$ cat src/rtl/dma_channel_arbiter.sv
`default_nettype none
// +----------------------------------------------------------------------------+
// | dma_channel_arbiter : round-robin owner arbitration for a single DMA engine |
// | Revision: 1.0                                                               |
// +----------------------------------------------------------------------------+
module dma_channel_arbiter #(
  parameter int NCH     = 4,
  parameter int ADDR_W  = 32,
  parameter int LEN_W   = 16,
  parameter int TIMEOUT = 1024
) (
  input  logic                    hclk,
  input  logic                    hreset,
  input  logic                    hready_i,
  input  logic [NCH-1:0]          ch_req,
  input  logic [NCH*ADDR_W-1:0]   ch_addr,
  input  logic [NCH*LEN_W-1:0]    ch_len,
  input  logic                    done,
  output logic [NCH-1:0]          grant,
  output logic                    dma_start,
  output logic [ADDR_W-1:0]       dma_addr,
  output logic [LEN_W-1:0]        dma_len,
  output logic                    dma_abort,
  output logic [NCH-1:0]          ch_ack,
  output logic [NCH-1:0]          ch_err,
  output logic                    busy
);

  localparam int               IDX_W      = (NCH > 1) ? $clog2(NCH) : 1;
  localparam logic [15:0]      c_wd_limit = 16'(TIMEOUT - 1);
  localparam logic [IDX_W-1:0] c_last_idx = IDX_W'(NCH - 1);

  typedef enum logic [1:0] {
    S_IDLE   = 2'd0,
    S_START  = 2'd1,
    S_BUSY   = 2'd2,
    S_FINISH = 2'd3
  } state_t;

  state_t           r_state;
  logic [IDX_W-1:0] r_rr_ptr;
  logic [IDX_W-1:0] r_idx;
  logic [15:0]      r_wd;

  logic             w_found;
  logic [IDX_W-1:0] w_sel_idx;
  logic [NCH-1:0]   w_sel_onehot;
  logic [ADDR_W-1:0] w_sel_addr;
  logic [LEN_W-1:0] w_sel_len;
  logic [IDX_W-1:0] w_next_ptr;
  int               w_pos;

  // Scan channels starting at the round-robin pointer, wrapping once.
  always_comb begin
    w_found      = 1'b0;
    w_sel_idx    = '0;
    w_sel_onehot = '0;
    w_sel_addr   = '0;
    w_sel_len    = '0;
    w_pos        = 0;
    for (int k = 0; k < NCH; k++) begin
      w_pos = int'(r_rr_ptr) + k;
      if (w_pos >= NCH) w_pos = w_pos - NCH;
      if (!w_found && ch_req[w_pos]) begin
        w_found             = 1'b1;
        w_sel_idx           = IDX_W'(w_pos);
        w_sel_onehot[w_pos] = 1'b1;
        w_sel_addr          = ch_addr[w_pos*ADDR_W +: ADDR_W];
        w_sel_len           = ch_len[w_pos*LEN_W +: LEN_W];
      end
    end
  end

  assign w_next_ptr = (r_idx == c_last_idx) ? '0 : r_idx + 1'b1;

  always_ff @(posedge hclk or posedge hreset) begin
    if (hreset) begin
      r_state   <= S_IDLE;
      r_rr_ptr  <= '0;
      r_idx     <= '0;
      r_wd      <= '0;
      grant     <= '0;
      dma_start <= 1'b0;
      dma_addr  <= '0;
      dma_len   <= '0;
      dma_abort <= 1'b0;
      ch_ack    <= '0;
      ch_err    <= '0;
    end else begin
      dma_abort <= 1'b0;
      ch_ack    <= '0;
      ch_err    <= '0;
      case (r_state)
        S_IDLE: begin
          if (w_found) begin
            r_idx     <= w_sel_idx;
            grant     <= w_sel_onehot;
            dma_addr  <= w_sel_addr;
            dma_len   <= w_sel_len;
            dma_start <= (w_sel_len != '0);
            r_state   <= S_START;
          end
        end
        S_START: begin
          if (dma_len == '0) begin
            dma_start <= 1'b0;
            r_state   <= S_FINISH;
          end else if (hready_i) begin
            dma_start <= 1'b0;
            r_wd      <= '0;
            r_state   <= S_BUSY;
          end
        end
        S_BUSY: begin
          // Completion takes priority over a coincident watchdog expiry.
          if (done) begin
            r_state <= S_FINISH;
          end else if (r_wd == c_wd_limit) begin
            dma_abort <= 1'b1;
            ch_err    <= grant;
            grant     <= '0;
            r_rr_ptr  <= w_next_ptr;
            r_state   <= S_IDLE;
          end else begin
            r_wd <= r_wd + 16'd1;
          end
        end
        S_FINISH: begin
          ch_ack   <= grant;
          grant    <= '0;
          r_rr_ptr <= w_next_ptr;
          r_state  <= S_IDLE;
        end
        default: r_state <= S_IDLE;
      endcase
    end
  end

  assign busy = (r_state != S_IDLE);

endmodule
`default_nettype wire

$ cat config.mk
export PLATFORM = sky130hd
export DESIGN_NAME = dma_channel_arbiter
export DESIGN_NICKNAME = d
export VERILOG_FILES = /design/src/rtl/dma_channel_arbiter.sv
export SDC_FILE = /design/constraint.sdc
export NUM_CORES = 1
export LEC_CHECK = 0
export ABC_AREA = 1
export ABC_CLOCK_PERIOD_IN_PS = 6450
export CELL_PAD_IN_SITES_DETAIL_PLACEMENT = 1
export CELL_PAD_IN_SITES_GLOBAL_PLACEMENT = 1
export CORE_AREA = 2 2 170 172
export CTS_BUF_LIST = sky130_fd_sc_hd__clkbuf_8
export DETAILED_ROUTE_END_ITERATION = 8
export DIE_AREA = 0 0 172 174
export PLACE_DENSITY = 0.84
export SETUP_SLACK_MARGIN = 0.5
export SLEW_MARGIN = 20
export SYNTH_ARGS = -nofsm -noshare
export SYNTH_HDL_FRONTEND = slang
export SYNTH_SLANG_ARGS = --single-unit
$ cat constraint.sdc
create_clock -name hclk -period 6.45 [get_ports hclk]
set_input_delay 1.29 -clock hclk [delete_from_list [all_inputs] [get_ports hclk]]
set_output_delay 1.29 -clock hclk [all_outputs]
set_load 0.03 [all_outputs]
# Word-level counts from Yosys, hierarchy flattened
# Index checks and enable logic that the tools add are counted.
[op_classes]
addsub = 9
order_cmp = 12
eq_ne = 13
n_shift = 8
mux = 74
n_bitwise = 3
reduce_logical = 24
[ops]
columns = ["cell", "count"]
rows = [
  ["indexed part select 128 x 32 -> 32 bit", 4],
  ["two-way mux 32 bit", 8],
  ["indexed part select 64 x 32 -> 16 bit", 4],
  ["greater-or-equal comparator 32 x 1 -> 1 bit, second input constant", 4],
  ["less-than comparator 32 x 4 -> 1 bit, second input constant", 4],
  ["two-way mux 16 bit", 8],
  ["two-way mux 4 bit", 11],
  ["case mux 16 bit (2 select lines)", 1],
  ["two-way mux 2 bit", 12],
  ["two-way mux 1 bit", 22],
  ["adder 16 x 1 -> 16 bit, second input constant", 1],
  ["equality test 16 x 10 -> 1 bit, second input constant", 1],
  ["logical NOT 16 bit", 1],
  ["nonzero test 16 bit", 1],
  ["!= test 2 bit, second input constant", 6],
  ["bitwise OR 4 bit", 3],
  ["case mux 4 bit (3 select lines)", 1],
  ["subtractor 3 x 3 -> 4 bit, second input constant", 3],
  ["greater-or-equal comparator 3 bit, second input constant", 3],
  ["AND reduction 3 bit", 3],
  ["binary-select mux 1 bit (select 2 bit)", 4],
  ["demux 1 bit (select 2 bit)", 4],
  ["case mux 2 bit (4 select lines)", 1],
  ["nonzero test 2 bit", 4],
  ["other kinds (17)", 29],
]
[word_totals]
register_bits = 84
inputBits = 200
output_inout_bits = 63
elab_cells = 154

# Logic depth before layout (Yosys ltp)
[logic_depth]
ltp_word = 18
mapped_depth = 20
ltp_nobuf = 16

# Worst setup path after synthesis
# No wires, ideal clock.
[synth_timing]
path_kind = "register -> register"
from = "register r_rr_ptr[1]"
to = "register dma_addr[5]"
setup_ns = 0.123
t_arrival_ns = 2.914
required_ns = 6.327
slack_ns = 3.413
path_stages_with_launch = 14
n_path_buf = 7
period_less_slack_ns = 3.037
path_cell_list = "dfrtp_1 > inv_1 > buf_4 > buf_2 > buf_2 > buf_1 > ha_1 > inv_2 > clkbuf_1 > clkbuf_1 > clkbuf_1 > a211oi_1 > o21ai_0 > nand2_1"
[synth_between]
elab_chain_cells = 16
word_cells_on_any_way = 46
classes_between = "7 x add/sub; 4 x order compare; 4 x shift; 24 x mux; 7 x reduce/logical"
[synth_lines]
columns = ["element", "line", "text"]
rows = [
  ["start, declared", "41", "logic [IDX_W-1:0] r_rr_ptr;"],
  ["start signal, assigned", "122", "r_rr_ptr <= w_next_ptr;"],
  ["start signal, assigned", "131", "r_rr_ptr <= w_next_ptr;"],
  ["parallel branches: the longest is 16 deep, another holds subtractor 3 x 3 -> 4 bit", "--", ""],
  ["end signal, assigned", "98", "dma_addr <= w_sel_addr;"],
  ["end, declared", "21", "output logic [ADDR_W-1:0] dma_addr,"],
]
# Parallel ways; which one is timed is not known. The select of a mux whose other input is x is not followed.
# A chain may end at the register's enable or synchronous reset.

# Worst setup path after layout
[layout_timing]
from = "register r_rr_ptr[0]"
to = "register dma_addr[4]"
# The elaborated chain is that of the path after synthesis.

==> impl_results.md <==
- Residual DRC: 0
- Placer Congestion: between 0.9 and 1
- Antenna Nets Post-Route: 0
- Area Growth Syn to Fin: 29.2%
- Worst r2r src: r_rr_ptr[0]$_DFFE_PP0P_
- Fin Setup TNS: 0 ns
- Worst-margin pin slew: between 1 and 1.5 ns
- Non-filler instance count after layout: between 2,000 and 2,500
- Slowest CP cell: ha_4
- Die W: 172 µm
- Reg area: between 2000 and 2500 µm²
- Hold_buf cts: 0
- CP cell instances: inv_4, ha_4, clkinv_2, nand2_1, nand2_2, o21ai_4, buf_4, inv_4, o21ai_0, nand2_1
- CP Capture Type: flop
- Layout cells sized above 1: between 3 and 4%
- Count of cell types in the netlist: 46
- Net Count, Synth: 1,935
- Power per Cell Area: between 500 and 600 nW/µm²
- Synth Flop Type: dfrtp_1
- Synth area leader: nand2_1
- Min Clock Period, post-route: roughly 5.3 ns
- Worst path bufs/invs: 4
- First-pass GRT wire length: 66,000 µm
- Synthesized flop and latch total: 84
- Clock Pin Slew Worst Setup and Hold Paths: 0.10 ns
- FFs w/ async S/R, synth: between 90% and 100%
- Post-CTS Setup Bufs: 0
- Vias per cell: 5.47
- Clk sinks: between 80 and 90
- Synth top area share: a little under a quarter
- Synthesis Warnings: 0
- Critical Path Start: r_rr_ptr[0]$_DFFE_PP0P_
- Top post-synthesis cells by area: nand2_1 24%, dfrtp_1 22%, o21ai_0 11%
- Die area: 29,900 µm²
- Num rows: 62
- Placed insts: 2,266
- Status: completed
- Hold Vio Cnt, Final: 0
- Initial antenna violation count: 5
- Commonest cells post-synth: 619 x nand2_1, 211 x o21ai_0, 161 x inv_1
- CTS tree: built
- Crit Path Category: flop to flop
- DR iter-0 viols: roughly 990
- Max Cap Violations: 0
- Via count: about 13,000
- Worst EP required: just under 7 ns
- Port bufs: ~260
- H-tree depth: 3
- Avg WL per Cell: 18.5 µm
- Max incr delay on CP: 0.97 ns
- Via count of the first global-routing pass: around 13,000
- Crit path max-delay family: buffers and inverters
- Cells after synthesis: between 1,500 and 2,000
- FILL cells: between 3,000 and 4,000
- Highest Clock Rate: ~190 MHz
- Worst hold path class: flop to flop
- Slew HR: 30.3%
- Total core area: 28,200 µm²
- DP HPWL: ~31,000 µm
- Crit start category: flop
- Maximum root-to-sink buffer count: 2
- Final WL: about 42,000 µm
- CTS root buffer: clkbuf_8
- Pwr Total: roughly 0.007 W
- HP Start: dma_addr[29]$_DFFE_PP0P_
- Crit path DAT: between 5 and 6 ns
- Max-slew violations: 0
- Final setup fails: 0
- CTS buffer count: 9
- Total GRT Usage: 27.8%
- Sequential-to-total area share from yosys stat: 21.6%
- CP max FO: 86
- Die Y-Extent: roughly 170 µm
- Top-count cell post-synth: nand2_1
- Leakage: approximately 6 nW
- Cts repair resizes: 0
- Max IR drop VDD: 0.332 mV
- Fin nets: 2,102
- Setup Skew: ~0.013 ns
- Largest net degree at the start of global routing: roughly 120
- DR pass1 iterations: 5
- Final period util: 81.8%
- RSZ-0062 raised after global routing: no
- IO Pins: between 200 and 300
- Core Util, Final: between 40% and 50%
- Initial Util: about a third
- Clock latency on the worst-skew pair: ~0.40 ns
- Multi-input gate area: 6440 µm²
- Gr ovfl total: 0
- Number of synthesized flops with an enable pin: 0
- Cell Area, Synth: ~10000 µm²
- Syn avg cell area: approximately 5.6 µm²
[cells in the final DEF (no fill, tap or decap), types with 9 or more instances in the layout]
master / count
nand2_1: 619
clkdlybuf4s50_1: 262
o21ai_0: 211
inv_1: 159
nand3_1: 141
nor2_1: 132
dfrtp_1: 82
a21oi_1: 41
o211ai_1: 25
o21ai_1: 18
o22ai_1: 17
o2111ai_1: 16
a31oi_1: 16
nand4_1: 15
a22oi_1: 12
mux2i_1: 11
o31ai_1: 11
xor2_1: 9
clkbuf_8: 9
buf_4: 9
[report_power, final]
group	internal [W]	leakage, nW	switching (W)
sequential	0.000729	1.07	0.000206
combinational	0.00176	4.68	0.00391
clock	0.000181	0.100	0.000227
[worst reg2reg max path, cell delays in order (launching register included)]
cell and delay, ns:
dfrtp_4 0.83, inv_4 0.40, ha_4 0.97, clkinv_2 0.89, nand2_1 0.36, nand2_2 0.29
o21ai_4 0.22, buf_4 0.47, inv_4 0.41, o21ai_0 0.24, nand2_1 0.09
[final timing paths]
check                                            to  depth (start not counted)  slack (ns)
setup / recovery            dma_addr[4]$_DFFE_PP0P_                         10        1.17
hold / removal             dma_addr[29]$_DFFE_PP0P_                          2        0.49
setup reg to reg            dma_addr[4]$_DFFE_PP0P_                         10        1.17
hold reg to reg            dma_addr[29]$_DFFE_PP0P_                          2        0.49
max in group asynchronous   r_rr_ptr[0]$_DFFE_PP0P_                          3        4.05
min in group asynchronous       ch_ack[3]$_DFF_PP0_                          2        1.27
[per-stage QoR]
stage	cell area [µm²]	hold WS [ns]	setup WS, ns
2_1_floorplan	9730	0.453	2.99
3_3_place_gp	12400	0.466	1.11
3_5_place_dp	12400	0.469	0.977
4_1_cts	12600	0.492	0.993
5_1_grt	12600	0.517	0.797
6_report	12600	0.488	1.17
[area by class of cell]
class                      count  share of cell area [%]
clock buffer                   9                   0.985
sequential                    84                    16.8
tap                          384                    3.82
multi-input combinational   1359                    51.2
clock inverter                 7                   0.587
inverter                     167                    5.05
timing repair buffer         272                    21.5
antenna                        5                  0.0995
[per-layer routing]
metal | GRT usage (%) | vias to the layer above | routed length, µm
met3 | 2.55 | 78 | 1980
met2 | 47.1 | 392 | 20500
met5 | 0 | - | 0
li1 | - | 5993 | -
met4 | 10.6 | 0 | 1420
met1 | 36.5 | 6043 | 18500
[sequential cells by signal, summed over array words and instances, names as in the netlist]
register,count
ch_ack,4
r_idx,2
dma_abort,1
ch_err,4
dma_addr,32
r_state,2
r_rr_ptr,2
dma_len,16
r_wd,16
dma_start,1
grant,4
[cell families after synthesis]
kind of cell / count (synthesis) / synth area share [%]
AOI/OAI and AO/OA: 392 / 23.3
and+or+nand+nor: 937 / 39.5
buffers and inverters: 283 / 12.4
adders and majority gates: 9 / 1.16
DFF: 84 / 21.6
xor gates and xnor gates: 10 / 0.900
muxes: 11 / 1.13
(Power assumes the default switching activity.)
